**src/rtl/conv_pkg.sv**
```systemverilog
// Shared types and constants for the convolution job scheduler.
package conv_pkg;

    localparam int unsigned DIM_W = 4;

    typedef enum logic [1:0] {StIdle, StClear, StRun, StResp} state_e;

    localparam logic [1:0] ERR_OK  = 2'b00;
    localparam logic [1:0] ERR_DIM = 2'b01;
    localparam logic [1:0] ERR_TMO = 2'b10;

    // A 3x3 kernel needs at least 3 rows/cols; the engine caps both at max_dim.
    function automatic logic dim_legal(input logic [DIM_W-1:0] d, input int unsigned max_dim);
        return (32'(d) >= 32'd3) && (32'(d) <= max_dim);
    endfunction

endpackage

```
**src/rtl/conv_job_sched_if.sv**
```systemverilog
// Requester and engine signals of the scheduler; slave is the scheduler side.
interface conv_job_sched_if
    import conv_pkg::*;
#(
    parameter int unsigned N_REQ = 2
) ();

    logic [N_REQ-1:0]       req_valid;
    logic [DIM_W*N_REQ-1:0] req_rows;
    logic [DIM_W*N_REQ-1:0] req_cols;
    logic [N_REQ-1:0]       req_ready;
    logic [N_REQ-1:0]       rsp_valid;
    logic [N_REQ-1:0]       rsp_ready;
    logic [1:0]             rsp_err;
    logic                   eng_clr;
    logic [DIM_W-1:0]       eng_rows;
    logic [DIM_W-1:0]       eng_cols;
    logic                   eng_done;
    logic                   busy;

    modport master (
        output req_valid, req_rows, req_cols, rsp_ready, eng_done,
        input  req_ready, rsp_valid, rsp_err, eng_clr, eng_rows, eng_cols, busy
    );

    modport slave (
        input  req_valid, req_rows, req_cols, rsp_ready, eng_done,
        output req_ready, rsp_valid, rsp_err, eng_clr, eng_rows, eng_cols, busy
    );

endinterface

```
**src/rtl/rr_arbiter.sv**
```systemverilog
// Round-robin arbiter: grants the first request at or after ptr, wrapping.
module rr_arbiter #(
    parameter int unsigned N_REQ = 2,
    localparam int unsigned IW = (N_REQ > 1) ? $clog2(N_REQ) : 1
) (
    input  logic [N_REQ-1:0] req,
    input  logic [IW-1:0]    ptr,
    output logic [N_REQ-1:0] grant,
    output logic [IW-1:0]    grant_idx,
    output logic             found
);

    int unsigned j;

    always_comb begin
        grant     = '0;
        grant_idx = '0;
        found     = 1'b0;
        j         = 0;
        for (int unsigned i = 0; i < N_REQ; i++) begin
            j = (32'(ptr) + i) % N_REQ;
            if (!found && req[IW'(j)]) begin
                found          = 1'b1;
                grant[IW'(j)]  = 1'b1;
                grant_idx      = IW'(j);
            end
        end
    end

endmodule

```
**src/rtl/conv_job_sched.sv**
```systemverilog
// Shares one 3x3 convolution engine between N_REQ requesters, one job at a time,
// with dimension checking and a run timeout.
module conv_job_sched
    import conv_pkg::*;
#(
    parameter int unsigned N_REQ   = 2,
    parameter int unsigned MAX_DIM = 8,
    parameter int unsigned TIMEOUT = 255
) (
    input logic             clk,
    input logic             rst,
    conv_job_sched_if.slave bus
);

    localparam int unsigned IW = (N_REQ > 1) ? $clog2(N_REQ) : 1;
    localparam int unsigned CW = $clog2(TIMEOUT + 1);
    // The counter reaches TIMEOUT on the edge that ends the last allowed RUN cycle.
    localparam logic [CW-1:0] CNT_LAST = CW'(TIMEOUT - 1);

    state_e           state_q, state_d;
    logic [N_REQ-1:0] grant;
    logic [IW-1:0]    grant_idx;
    logic             any_req;
    logic [IW-1:0]    rr_ptr_q, owner_q, ptr_next;
    logic [DIM_W-1:0] rows_q, cols_q, sel_rows, sel_cols;
    logic [1:0]       err_q;
    logic [CW-1:0]    cnt_q;
    logic             sel_legal, done_now, tmo_now, rsp_ack;

    rr_arbiter #(.N_REQ(N_REQ)) u_arb (
        .req       (bus.req_valid),
        .ptr       (rr_ptr_q),
        .grant     (grant),
        .grant_idx (grant_idx),
        .found     (any_req)
    );

    assign sel_rows  = bus.req_rows[DIM_W*grant_idx +: DIM_W];
    assign sel_cols  = bus.req_cols[DIM_W*grant_idx +: DIM_W];
    assign sel_legal = dim_legal(sel_rows, MAX_DIM) && dim_legal(sel_cols, MAX_DIM);
    assign ptr_next  = (32'(grant_idx) == N_REQ - 1) ? '0 : grant_idx + IW'(1);
    assign done_now  = (state_q == StRun) && bus.eng_done;
    assign tmo_now   = (state_q == StRun) && (cnt_q == CNT_LAST);
    assign rsp_ack   = (state_q == StResp) && bus.rsp_ready[owner_q];

    always_ff @(posedge clk or posedge rst) begin
        if (rst) begin
            state_q <= StIdle;
        end else begin
            state_q <= state_d;
        end
    end

    always_comb begin
        state_d = state_q;
        unique case (state_q)
            StIdle:  if (any_req) state_d = sel_legal ? StClear : StResp;
            StClear: state_d = StRun;
            StRun:   if (done_now || tmo_now) state_d = StResp;
            StResp:  if (rsp_ack) state_d = StIdle;
            default: state_d = StIdle;
        endcase
    end

    always_ff @(posedge clk or posedge rst) begin
        if (rst) begin
            rr_ptr_q <= '0;
            owner_q  <= '0;
            rows_q   <= '0;
            cols_q   <= '0;
            err_q    <= ERR_OK;
            cnt_q    <= '0;
        end else begin
            if (state_q == StIdle && any_req) begin
                rr_ptr_q <= ptr_next;
                owner_q  <= grant_idx;
                rows_q   <= sel_rows;
                cols_q   <= sel_cols;
                err_q    <= sel_legal ? ERR_OK : ERR_DIM;
            end
            if (state_q == StRun) begin
                cnt_q <= cnt_q + CW'(1);
                // Done takes priority over a coincident timeout.
                if (done_now) begin
                    err_q <= ERR_OK;
                end else if (tmo_now) begin
                    err_q <= ERR_TMO;
                end
            end
            if (rsp_ack) begin
                cnt_q <= '0;
            end
        end
    end

    always_comb begin
        bus.req_ready = (state_q == StIdle) ? grant : '0;
        bus.rsp_valid = '0;
        if (state_q == StResp) begin
            bus.rsp_valid[owner_q] = 1'b1;
        end
        bus.rsp_err  = err_q;
        bus.eng_clr  = (state_q != StRun);
        bus.eng_rows = rows_q;
        bus.eng_cols = cols_q;
        bus.busy     = (state_q != StIdle);
    end

endmodule

```
**src/flat_wrapper.sv**
```systemverilog
// flat-port wrapper written by rule: the top's interface ports become plain ports
module conv_job_sched_flat import conv_pkg::*;
#(
    parameter int unsigned N_REQ   = 2,
    parameter int unsigned MAX_DIM = 8,
    parameter int unsigned TIMEOUT = 255
)
  (clk, rst, bus_req_valid, bus_req_rows, bus_req_cols, bus_rsp_ready, bus_eng_done, bus_req_ready, bus_rsp_valid, bus_rsp_err, bus_eng_clr, bus_eng_rows, bus_eng_cols, bus_busy);
  conv_job_sched_if #(.N_REQ(N_REQ)) bus_i ();
  input logic clk;
  input logic rst;
  input wire logic [$bits(bus_i.req_valid)-1:0] bus_req_valid;
  input wire logic [$bits(bus_i.req_rows)-1:0] bus_req_rows;
  input wire logic [$bits(bus_i.req_cols)-1:0] bus_req_cols;
  input wire logic [$bits(bus_i.rsp_ready)-1:0] bus_rsp_ready;
  input wire logic [$bits(bus_i.eng_done)-1:0] bus_eng_done;
  output wire logic [$bits(bus_i.req_ready)-1:0] bus_req_ready;
  output wire logic [$bits(bus_i.rsp_valid)-1:0] bus_rsp_valid;
  output wire logic [$bits(bus_i.rsp_err)-1:0] bus_rsp_err;
  output wire logic [$bits(bus_i.eng_clr)-1:0] bus_eng_clr;
  output wire logic [$bits(bus_i.eng_rows)-1:0] bus_eng_rows;
  output wire logic [$bits(bus_i.eng_cols)-1:0] bus_eng_cols;
  output wire logic [$bits(bus_i.busy)-1:0] bus_busy;
  assign bus_i.req_valid = bus_req_valid;
  assign bus_i.req_rows = bus_req_rows;
  assign bus_i.req_cols = bus_req_cols;
  assign bus_i.rsp_ready = bus_rsp_ready;
  assign bus_i.eng_done = bus_eng_done;
  assign bus_req_ready = bus_i.req_ready;
  assign bus_rsp_valid = bus_i.rsp_valid;
  assign bus_rsp_err = bus_i.rsp_err;
  assign bus_eng_clr = bus_i.eng_clr;
  assign bus_eng_rows = bus_i.eng_rows;
  assign bus_eng_cols = bus_i.eng_cols;
  assign bus_busy = bus_i.busy;
  conv_job_sched #(.N_REQ(N_REQ), .MAX_DIM(MAX_DIM), .TIMEOUT(TIMEOUT)) u_core (.clk(clk), .rst(rst), .bus(bus_i));
endmodule
```
**config.mk**
```make
export PLATFORM = sky130hd
export DESIGN_NAME = conv_job_sched_flat
export DESIGN_NICKNAME = d
export VERILOG_FILES = /design/src/rtl/conv_pkg.sv /design/src/rtl/conv_job_sched_if.sv /design/src/rtl/rr_arbiter.sv /design/src/rtl/conv_job_sched.sv /design/src/flat_wrapper.sv
export SDC_FILE = /design/constraint.sdc
export NUM_CORES = 1
export LEC_CHECK = 0
export ABC_AREA = 1
export CORE_UTILIZATION = 40
export DETAILED_ROUTE_END_ITERATION = 8
export GPL_TIMING_DRIVEN = 0
export PLACE_DENSITY = 0.67
export SLEW_MARGIN = 20
export SYNTH_ARGS = -nofsm -noshare
export SYNTH_HDL_FRONTEND = slang
export SYNTH_SLANG_ARGS = --single-unit
```
**constraint.sdc**
```tcl
create_clock -name clk -period 4.1 [get_ports clk]
set_input_delay 0.615 -clock clk [delete_from_list [all_inputs] [get_ports clk]]
set_output_delay 0.615 -clock clk [all_outputs]
set_load 0.01 [all_outputs]
```
Word level (Yosys, flattened, before mapping):

Cells that the tools add are included.

* $lt $le $gt $ge: 10
* multiplexer cells: 33
* reduce and logical (&&, ||, !) cells: 17
* bitwise logic cells: 1
* eq/ne operators: 8
* add/subtract/negate cells: 3
* shift operators: 2

Operators with widths (number)
* 2-bit 2-to-1 mux: 12
* 8-bit 2-to-1 mux: 2
* 8-bit by 4-bit variable part select with 4-bit output: 2
* 1-bit 2-to-1 mux: 15
* 1-bit logical AND: 11
* 8-bit by 1-bit adder with 8-bit output (second input constant): 1
* 8-bit equality test (second input constant): 1
* 4-bit by 2-bit greater-or-equal comparator with 1-bit output (second input constant): 2
* 4-bit less-or-equal comparator (second input constant): 2
* 2-bit one-hot mux with 4 select lines: 1
* 1-bit by 2-bit < comparator with 1-bit output (second input constant): 3
* 2-bit equality test (second input constant): 2
* 2-bit by 1-bit != test with 1-bit output (second input constant): 2
* 2-bit != test (second input constant): 2
* 2-bit nonzero test: 2
* 1-bit demux with 1-bit select: 3
* 1-bit greater-or-equal comparator (second input constant): 3
* 3-bit AND reduction: 1
* 1-bit adder (second input constant): 2
* 2-bit by 1-bit equality test with 1-bit output (second input constant): 1
* 2-bit zero test: 1
* 2-bit bitwise OR: 1
* 1-bit zero test: 1
* 1-bit logical OR: 1

* bits in registers: 22
* output and inout port bits: 16

Longest topological paths before layout:

Gate-level depths: netlist of the first run.

* depth after elaboration: 15
* mapped depth: 13
* mapped depth without buffers: 12

Modules after synthesis:

A second synthesis of the first run with hierarchy kept.

* cells, all modules: 189
* area, all modules: 1323.8 µm²

Modules (own cells, without submodules)
* conv_job_sched: area each 1268.7 µm², cells an instance 175, instances 1, seq. area each 550.5 µm²
* rr_arbiter: area each 55.1 µm², cells an instance 14, instances 1, seq. area each 0.0 µm²

Worst setup path before layout of the first run:

OpenSTA, ideal clock, no wires.

* path type: input to output
* start point: input bus_req_valid[1]
* end point: output bus_req_ready[0]
* cell stages on the path: 8
* required time: 3.485 ns
* arrival time: 1.369 ns
* path slack: 2.116 ns
* cells stage by stage: buf_4 -> inv_2 -> nand2_1 -> o21ai_0 -> nand3_1 -> nand2_1 -> buf_2 -> nor2_1

* cells in the longest elaborated chain, start to end: 7

Ends and longest elaborated chain
* start: declaration: line flat_wrapper.sv:12 `input wire logic [$bits(bus_i.req_valid)-1:0] bus_req_valid;`
* 1-bit 2-to-1 mux (not written as such) (2 in a row): line rr_arbiter.sv:22 `if (!found && req[IW'(j)]) begin`
* 1-bit 2-to-1 mux: line rr_arbiter.sv:22
* 1-bit zero test: line rr_arbiter.sv:22
* 1-bit logical AND: line rr_arbiter.sv:22
* 2-bit 2-to-1 mux *: line rr_arbiter.sv:22
* 2-bit 2-to-1 mux *: line conv_job_sched.sv:97 `bus.req_ready = (state_q == StIdle) ? grant : '0;`
* end: declaration: line flat_wrapper.sv:17 `output wire logic [$bits(bus_i.req_ready)-1:0] bus_req_ready;`

Mark *: on every way between the ends. The rest lies on a longest branch, timed or not. The select of a mux whose other input is x is not followed.

Worst setup path in the final report of the first run:

* start point: input bus_req_valid[0]
* end point: output bus_req_ready[0]

Same word-level chain as after synthesis.

==> results of run 1 <==
-- cells by family (layout without fill, tap and decap cells) --
| kind of cell | count (synthesis) | count (layout) |
|---|---|---|
| AOI/OAI and AO/OA | 25 | 25 |
| xor gates and xnor gates | 2 | 2 |
| adders and majority gates | 5 | 5 |
| buffers and inverters | 32 | 73 |
| DFF | 22 | 22 |
| and+or+nand+nor | 94 | 94 |
-- layout by cell type, fill, tap and decap left out, types with 2 or more instances in the layout --
cell and instances:
clkdlybuf4s50_1 37, nor2_1 20, inv_1 24, nand3_1 12, nor3_1 3, clkbuf_4 3
o21ai_0 9, o21ai_2 3, inv_2 3, a21oi_1 6, nand2_1 51, ha_1 5
xnor2_1 2, dfrtp_1 22, nand4_1 2, nand2_4 3, buf_4 3, a31oi_1 4
-- registers in the layout, summed over array words and instances (netlist names) --
register and cells:
u_core.bus.rsp_err 2, u_core.bus.eng_rows 4, u_core.owner_q 1, u_core.bus.eng_cols 4, u_core.rr_ptr_q 1, u_core.state_q 2, u_core.cnt_q 8
-- through the flow --
stage	instance area [um^2]	total power (uW)	hold slack [ns]	setup slack, ns	util [%]
6_report	1810	1150	0.481	1.16	58.5
5_1_grt	1810	1240	0.497	1.04	58.5
4_1_cts	1810	1160	0.485	1.15	58.5
3_5_place_dp	1760	986	0.465	1.17	56.8
3_3_place_gp	1760	960	0.450	1.19	56.8
2_1_floorplan	1340	738	0.434	2.12	-
-- worst max-delay path: stages --
cell	delay, ns
clkdlybuf4s50_1	0.52
nand2_4	0.10
nand3_1	0.13
nand2_1	0.11
buf_2	0.20
nor2_1	0.10
clkdlybuf4s50_1	0.54
-- power by group --
part	internal, uW	switching [uW]
combinational	288	318
clock	98.8	68.9
sequential	306	67.5
-- layer usage --
metal	vias to the layer above	global-route usage, %
met5	-	0
met4	0	4.98
met3	2	4.11
met2	29	32.9
met1	576	22.2
li1	648	-
-- worst paths after layout --
| path | to | slack, ns | cells past startpoint |
|---|---|---|---|
| max | bus_req_ready[0] | 1.16 | 7 |
| min | u_core.cnt_q[7] | 0.48 | 1 |
| max reg2reg | u_core.cnt_q[7] | 2.39 | 9 |
| min reg2reg | u_core.cnt_q[7] | 0.48 | 1 |
| max in group asynchronous | u_core.bus.rsp_err[1] | 2.81 | 2 |
| min in group asynchronous | u_core.cnt_q[5] | 0.76 | 2 |
-- layout make-up --
class,count,share of cell area (%)
plain buffers,5,2.62
multi-input cells,126,35.1
repair buffers,37,20.4
flip-flops and latches,22,30.3
inverters,27,5.59
well taps,44,3.03
clock buffers,3,1.24
clock inverters,1,1.66
==> results by group, run 1 <==
Outcome
  – Status: complete, no violations

Clocking
  – Max Root-Sink Buffers: 2
  – CTS Root Cell: clkbuf_4
  – CTS tree: yes
  – Insertion delay to the later sink of the worst-skew pair: 0.31 ns
  – # hold bufs at CTS: 0
  – H-Tree Level Count: 1
  – Clk sinks: 22
  – Post-cts resize count: 0
  – Worst-path clk slew: 0.13 ns
  – Inserted Clock Buffers: 3
  – Post-CTS setup buffer count: 0

Floorplan
  – Initial Util: 43.1%
  – Num ports: 39
  – Die W: 59.8 um
  – Placement Rows: 20
  – Chip Height: 59.8 um
  – Die ar.: 3580 um^2
  – Core ar.: 3100 um^2

Detailed routing
  – Wire per inst: 11.2 um
  – Top layer in use: met4
  – Number of remaining DRC errors: 0
  – Metal-1 WL: 1310 um
  – DRT Pass-1 Iters: 4
  – Detailed Route Iter0 Violations: 32
  – WL final: 2970 um
  – Final antenna-violating net count: 0
  – Vias: 1,255
  – Met3 Wirelength: 136 um
  – Met2 wire length: 1500 um
  – Vias per cell: 4.74

GRT
  – Pin count of the biggest net entering global routing: 23
  – Global-route wire length before repair: 4950 um
  – Initial antenna violation count: 0
  – Overflow after GRT: 0
  – GRT Util Overall: 18.5%
  – Vias in the first global route: 1,179

Place
  – HPWL Detailed: 2380 um
  – PortBufs: 37
  – Placed Instances: 261
  – Gpl congestion: 0.876

Layout
  – Share of cells above drive strength 1: 8.60%
  – Area occupied by multi-input gates: 637 um^2
  – Register area: 551 um^2
  – Final net count: 250
  – Ant. Diodes: 0
  – Fillers: 293
  – Area Overhead vs Synth: 35.8%
  – Fin cells: 265

Setup path
  – CP Data Arrival Time: 2.33 ns
  – Crit end category: output port
  – Critical path class: primary input to output port
  – Worst Path Required: 3.48 ns
  – Reg2reg start: u_core.state_q[0]
  – Critical path peak fanout: 10
  – Worst Setup Start Kind: primary input
  – Crit path launch: bus_req_valid[0]

Synthesis
  – Mapped Nets: 208
  – Adder-Cell Fraction of Synth Area: 4.68%
  – Syn Inst Count: 180
  – Area contributors post-synth: dfrtp_1 41%, nand2_1 14%, inv_1 6.7%, nor2_1 5.6%, ha_1 4.7%
  – Synth Area in XOR/XNOR: 1.31%
  – YS warnings: 0
  – Most common cell in the netlist: nand2_1
  – Largest area contributor in the netlist: dfrtp_1
  – Largest family of logic cells by synthesized area: simple AND/OR/NAND/NOR gates
  – Mean cell area of the mapped netlist: 7.42 um^2
  – Compound-Gate Fraction of Synth Area: 11.1%
  – Mux share of post-synthesis cell area: 0%
  – Synth Area in Simple Gates: 30.5%
  – Post-synth top area share: 41.2%
  – Fraction of registers with async set/reset: 100%
  – Synth Register Bits: 22
  – Synth top cells by count: 51 x nand2_1, 24 x inv_1, 22 x dfrtp_1, 20 x nor2_1, 12 x nand3_1
  – Sequential share of the synthesized area: 41.2%
  – Ys flop type: dfrtp_1
  – Yosys cell types: 24
  – Cell Area, Synth: 1340 um^2
  – Post-synth EDFFs: 0

Power and ir drop
  – Pwr/cell area: 632 nW/um^2
  – Leakage power figure: 0.000911 uW
  – VDD IR max: 0.000272 V

STA
  – Fin Setup TNS: 0 ns
  – Unrepaired setup endpoints after global routing: no
  – Final Max Slew Viols: 0
  – FMAX: 340 MHz
  – Final period utilization: 71.8%
  – Worst-margin pin slew: 0.852 ns
  – Crit path time final: 2.94 ns
  – Setup-failing EPs final: 0
  – Worst rel slew slack: 43.1%
  – Final hold vios: 0
  – Final Skew: 0.00386 ns

Job
  – Maxcap violations: 0

Worst hold path
  – HP Class: flip-flop to flip-flop
  – HP Start: u_core.cnt_q[7]
No activity file was read; power rests on OpenSTA's default activity.
==> inputs of run 2 (changes only) <==
--- a/config.mk
+++ b/config.mk
@@ -9,7 +9,7 @@
 export CORE_UTILIZATION = 40
 export DETAILED_ROUTE_END_ITERATION = 8
 export GPL_TIMING_DRIVEN = 0
-export PLACE_DENSITY = 0.67
+export PLACE_DENSITY = 0.7
 export SLEW_MARGIN = 20
 export SYNTH_ARGS = -nofsm -noshare
 export SYNTH_HDL_FRONTEND = slang
==> constraint.sdc (replaced) <==
create_clock -name clk -period 2.7 [get_ports clk]
set_input_delay 0.405 -clock clk [delete_from_list [all_inputs] [get_ports clk]]
set_output_delay 0.405 -clock clk [all_outputs]
set_load 0.01 [all_outputs]
==> results by group, run 2 (synthesis results as in run 1) <==
Setup path
  – Cell Chain, Critical Path: clkdlybuf4s50_1, nand2_4, nand3_1, nand2_1, buf_2, nor2_1, clkdlybuf4s50_1
  – Critical path peak fanout: 10 (unchanged)
  – Worst path most repeated cell: clkdlybuf4s50_1
  – Worst Path Required: 2.30 ns (-1.18 ns)
  – Crit path launch: bus_req_valid[0]
  – Slowest-stage cell, CP: clkdlybuf4s50_1
  – Critical path class: primary input to output port
  – CP Data Arrival Time: 2.08 ns (-0.25 ns)
  – Crit end category: output port
  – Reg2reg start: u_core.state_q[0]
  – Worst Setup Start Kind: primary input
  – Slowest stage delay, CP: 0.53 ns (about the same)

STA
  – FMAX: 403 MHz
  – Hold Worst Slack: 0.457 ns (-0.0243 ns)
  – Worst-margin pin slew: 0.883 ns (+0.0314 ns)
  – Fin Setup TNS: 0 ns (unchanged)
  – Worst rel slew slack: 41.0% (-2.1 points)
  – Final Skew: 0.00158 ns (-0.00228 ns)
  – Crit path time final: 2.48 ns
  – Final period utilization: 92.0%
  – Setup-failing EPs final: 0 (unchanged)
  – Final Max Slew Viols: 0 (unchanged)
  – Final hold vios: 0 (unchanged)
  – Unrepaired setup endpoints after global routing: no

Place
  – Gpl congestion: 0.770 (-12%)
  – HPWL Detailed: 2380 um (-0.11%)
  – PortBufs: 37 (unchanged)
  – DP Area: 1760 um^2 (unchanged)

Clocking
  – Post-CTS setup buffer count: 0 (unchanged)
  – Post-cts resize count: 0 (unchanged)
  – Insertion delay to the later sink of the worst-skew pair: 0.30 ns (about the same)
  – Worst-path clk slew: 0.12 ns (about the same)
  – Max Root-Sink Buffers: 2 (unchanged)
  – # hold bufs at CTS: 0 (unchanged)
  – CTS tree: yes
  – CTS Root Cell: clkbuf_4
  – Clk sinks: 22 (unchanged)
  – Inserted Clock Buffers: 3 (unchanged)
  – H-Tree Level Count: 1 (unchanged)

GRT
  – Overflow after GRT: 0 (unchanged)
  – Pin count of the biggest net entering global routing: 23 (unchanged)
  – Vias in the first global route: 1,226 (+4.0%)
  – Global-route wire length before repair: 5200 um (+5.2%)
  – GRT Util Overall: 19.3% (+0.87 points)
  – Initial antenna violation count: 0 (unchanged)

Floorplan
  – Initial Util: 43.1% (unchanged)
  – Num ports: 39 (unchanged)
  – Chip Height: 59.8 um (unchanged)
  – Core ar.: 3100 um^2 (unchanged)
  – Die W: 59.8 um (unchanged)
  – Placement Rows: 20 (unchanged)
  – Die ar.: 3580 um^2 (unchanged)

Layout
  – Commonest non-fill, non-tap cell in the layout: nand2_1
  – Share of cells above drive strength 1: 8.18% (-0.42 points)
  – Register area: 551 um^2 (unchanged)
  – Max FFs per register: 8 (unchanged)
  – Ant. Diodes: 0 (unchanged)
  – Final net count: 250 (unchanged)
  – Area Overhead vs Synth: 33.5%
  – Fillers: 326 (+11%)
  – Area occupied by multi-input gates: 637 um^2 (unchanged)
  – Final non-filler cell area: 1780 um^2 (-1.7%)
  – Top reg by flops: u_core.cnt_q
  – Commonest non-fill, non-tap cells in the layout: 51 x nand2_1, 37 x clkdlybuf4s50_1, 24 x inv_1

Detailed routing
  – Detailed Route Iter0 Violations: 54 (+69%)
  – Wire per inst: 11.1 um (-1.0%)
  – Vias per cell: 4.66 (-1.7%)
  – WL final: 2930 um (-1.4%)
  – Number of remaining DRC errors: 0 (unchanged)
  – Vias: 1,229 (-2.1%)
  – DRT Pass-1 Iters: 4 (unchanged)
  – Final antenna-violating net count: 0 (unchanged)

Outcome
  – Status: complete, no violations

Power and ir drop
  – VDD IR max: 0.000572 V (+110%)
  – Leakage power figure: 0.000897 uW (-1.6%)
  – Pwr/cell area: 911 nW/um^2 (+44%)

Worst hold path
  – HP Start: bus_req_valid[1]
  – HP Class: primary input to flip-flop

Job
  – Maxcap violations: 0 (unchanged)
==> run 2: layer usage <==
layer,vias up,GRT usage [%],routed length (um)
met5,-,0,0
met4,0,5.65,53
met3,6,3.25,138
met2,28,34.8,1450
met1,542,23.5,1280
li1,653,-,-
==> run 2: worst paths after layout <==
| check | endpoint | slack (ns) | depth (start not counted) |
|---|---|---|---|
| min | u_core.bus.eng_cols[1] | 0.46 | 3 |
| min reg2reg | u_core.cnt_q[7] | 0.47 | 1 |
| max in group asynchronous | u_core.cnt_q[0] | 1.59 | 2 |
| max reg2reg | u_core.cnt_q[7] | 1.02 | 9 |
| max | bus_req_ready[0] | 0.22 | 7 |
| min in group asynchronous | u_core.cnt_q[3] | 0.57 | 2 |
==> run 2: layout make-up <==
class                      instances  area share [%]
multi-input combinational        126            35.7
sequential                        22            30.9
timing repair buffer              37            20.8
inverter                          27            5.68
tap                               44            3.09
buffer                             5            2.66
clock buffer                       3            1.26
==> run 2: worst max-delay path: cells and delay by family <==
kind	cells	cell delay [ns]
buffers and inverters	3	1.25
and+or+nand+nor	4	0.41
==> run 2: where the power goes <==
group | switching, uW | internal, uW
sequential | 99.6 | 464
combinational | 474 | 435
clock | 101 | 52.1
total | 675 | 952
==> run 2: stage by stage <==
| stage | std cells | worst slack, ns | utilization (%) | power, uW |
|---|---|---|---|---|
| final | 264 | 0.216 | 57.5 | 1630 |
| after global routing | 264 | 0.0784 | 57.5 | 1790 |
| after global placement | 261 | 0.244 | 56.8 | 1450 |
| after floorplan | 180 | 1.14 | - | 1120 |
| after CTS | 264 | 0.201 | 57.5 | 1640 |
| after detailed placement | 261 | 0.215 | 56.8 | 1490 |
==> variant, RTL diff (settings of run 2) <==
One comparison of `cnt_q` changes from == to >=.
--- a/src/rtl/conv_job_sched.sv
+++ b/src/rtl/conv_job_sched.sv
@@ -40,7 +40,7 @@
     assign sel_legal = dim_legal(sel_rows, MAX_DIM) && dim_legal(sel_cols, MAX_DIM);
     assign ptr_next  = (32'(grant_idx) == N_REQ - 1) ? '0 : grant_idx + IW'(1);
     assign done_now  = (state_q == StRun) && bus.eng_done;
-    assign tmo_now   = (state_q == StRun) && (cnt_q == CNT_LAST);
+    assign tmo_now   = (state_q == StRun) && (cnt_q >= CNT_LAST);
     assign rsp_ack   = (state_q == StResp) && bus.rsp_ready[owner_q];
 
     always_ff @(posedge clk or posedge rst) begin
Behaviour: no difference found for any inputs over 10 cycles, from zero or initial values and one cycle with rst high; that may be too few to reach the edited logic, so the function may still have changed.
==> variant against run 2 <==
Area after synthesis shrank 0.37%. Worst setup slack lost 0.011 ns. Hold slack better by 0.027 ns. Sequential cell count unchanged. Non-clock buffer count shrank 1. Design area rose by 1.4%. Wire length fell by 1.7%. Power up 3.8%. Largest power group unchanged. Highest routed layer unchanged.
==> variant: results (changes against run 2) <==
stage,metric,value,unit,change
outcome,status,finished clean,,unchanged
logic_synthesis,"Net Count, Synth",208,,unchanged
timing,Clock Skew,0.00516,ns,was 0.00158 ns
logic_synthesis,"top cells by area, synth","dfrtp_1, nand2_1, inv_1, nor2_1, nand3_1",,"was dfrtp_1, nand2_1, inv_1, nor2_1, ha_1"
clocking,CTS Buf Count,3,,unchanged
place,dpl ws,0.196,ns,was 0.215 ns
detailed_routing,number of iterations in the first detailed-routing pass,4,,unchanged
detailed_routing,Routed WL,2880,um,was 2930 um
logic_synthesis,Synth Instances,180,,unchanged
detailed_routing,DRC viols,0,,unchanged
global_routing,Tot GR Track Use,17.6,%,was 19.3%
power_and_ir_drop,Leak,0.912,nW,was 0.897 nW
global_routing,largest net degree at the start of global routing,23,,unchanged
logic_synthesis,register area share after synthesis,41.4,%,was 41.2%
clocking,CTS clock-pin slew for the worst setup and hold paths,0.12,ns,about the same
critical_path,CP peak stage delay,0.56,ns,was 0.53 ns
cells_and_area,share of layout cells above drive strength 1,8.60,%,was 8.18%
place,Inst Count DP,261,,unchanged
cells_and_area,number of flip-flops under the largest register name,8,,unchanged
global_routing,first-pass GRT wire length,4770,um,was 5200 um
cells_and_area,non-filler instance count after layout,265,,was 264
clocking,Post-CTS Resized,0,,unchanged
power_and_ir_drop,Max rail drop VDD,449,uV,was 572 uV
cells_and_area,filler instances,294,,was 326
clocking,clock latency on the worst-skew pair,0.30,ns,about the same
clocking,postcts setup bufs,0,,unchanged
logic_synthesis,synth cell count leaders,"nand2_1, inv_1, dfrtp_1",,unchanged
clocking,H-tree depth,1,,unchanged
cells_and_area,nets@finish,250,,unchanged
place,Port Buffer Count,37,,unchanged
global_routing,initial antenna violation count,0,,unchanged
clocking,clk buf depth,2,,unchanged
critical_path,worst-path maximum fanout,9,,was 10
hold_path,worst min path class,in -> reg,,unchanged
detailed_routing,Vias/cell,4.69,,was 4.66
job,Max Cap Viol,0,,unchanged
detailed_routing,initial drt markers,56,,was 54
global_routing,vias in the first global route,1188,,was 1226
place,Routability Congestion,0.827,,was 0.770
critical_path,Worst EP arrival,2.09,ns,
clocking,clk root buf,clkbuf_4,,unchanged
cells_and_area,antenna cell count,0,,unchanged
cells_and_area,top register by number of flip-flops,u_core.cnt_q,,unchanged
logic_synthesis,synth unique cells,26,,was 24
timing,max_slew headroom,45.3,%,was 41.0%
place,Post-DP HPWL,2290,um,was 2380 um
==> variant: final cells by class <==
class	instances	share of cell area [%]
clock buffers	3	1.24
plain buffers	4	1.73
clock inverters	1	1.66
flip-flops and latches	22	30.4
multi-input cells	127	35.8
well taps	44	3.04
inverters	27	5.60
repair buffers	37	20.5
==> variant: worst paths after layout <==
path | startpoint | to | slack, ns | cells past startpoint
worst min register to register | u_core.cnt_q[7] | u_core.cnt_q[7] | 0.49 | 1
worst max-delay path | bus_req_valid[0] | bus_req_ready[0] | 0.21 | 6
worst max register to register | u_core.state_q[0] | u_core.cnt_q[7] | 1.02 | 9
max in group asynchronous | rst | u_core.bus.eng_rows[1] | 1.64 | 2
min in group asynchronous | rst | u_core.bus.eng_cols[0] | 0.55 | 2
worst min-delay path | bus_req_valid[1] | u_core.bus.eng_rows[0] | 0.48 | 3
==> variant: worst max-delay path: cells and delay by family <==
kind	cells	cell delay (ns)
buf+inv	2	1.10
simple gates	4	0.58
==> variant: metal layers <==
layer	GRT usage, %	up-vias	part of all wire [%]
met4	1.99	0	0.45
met5	0	-	0
met1	19.6	570	43
li1	-	647	-
met2	33.8	23	52
met3	4.98	2	4.3
==> variant: cell families after synthesis <==
| kind of cell | count (synthesis) | synth area share [%] |
|---|---|---|
| mux | 1 | 0.752 |
| xor+xnor | 1 | 0.658 |
| fa+ha+maj | 5 | 4.70 |
| buf+inv | 31 | 9.96 |
| simple gates | 97 | 33.1 |
| compound gates | 23 | 9.49 |
| flops | 22 | 41.4 |
==> variant: stage by stage <==
| step | hold slack (ns) | utilization [%] |
|---|---|---|
| after floorplan | 0.394 | - |
| after global placement | 0.460 | 56.6 |
| after detailed placement | 0.476 | 56.6 |
| after CTS | 0.481 | 58.3 |
| after global routing | 0.484 | 58.3 |
| final | 0.484 | 58.3 |
==> variant: where the power goes <==
part	total, mW	switching (mW)	internal, mW
sequential	0.559	0.0981	0.460
clock	0.251	0.101	0.150
combinational	0.878	0.465	0.413
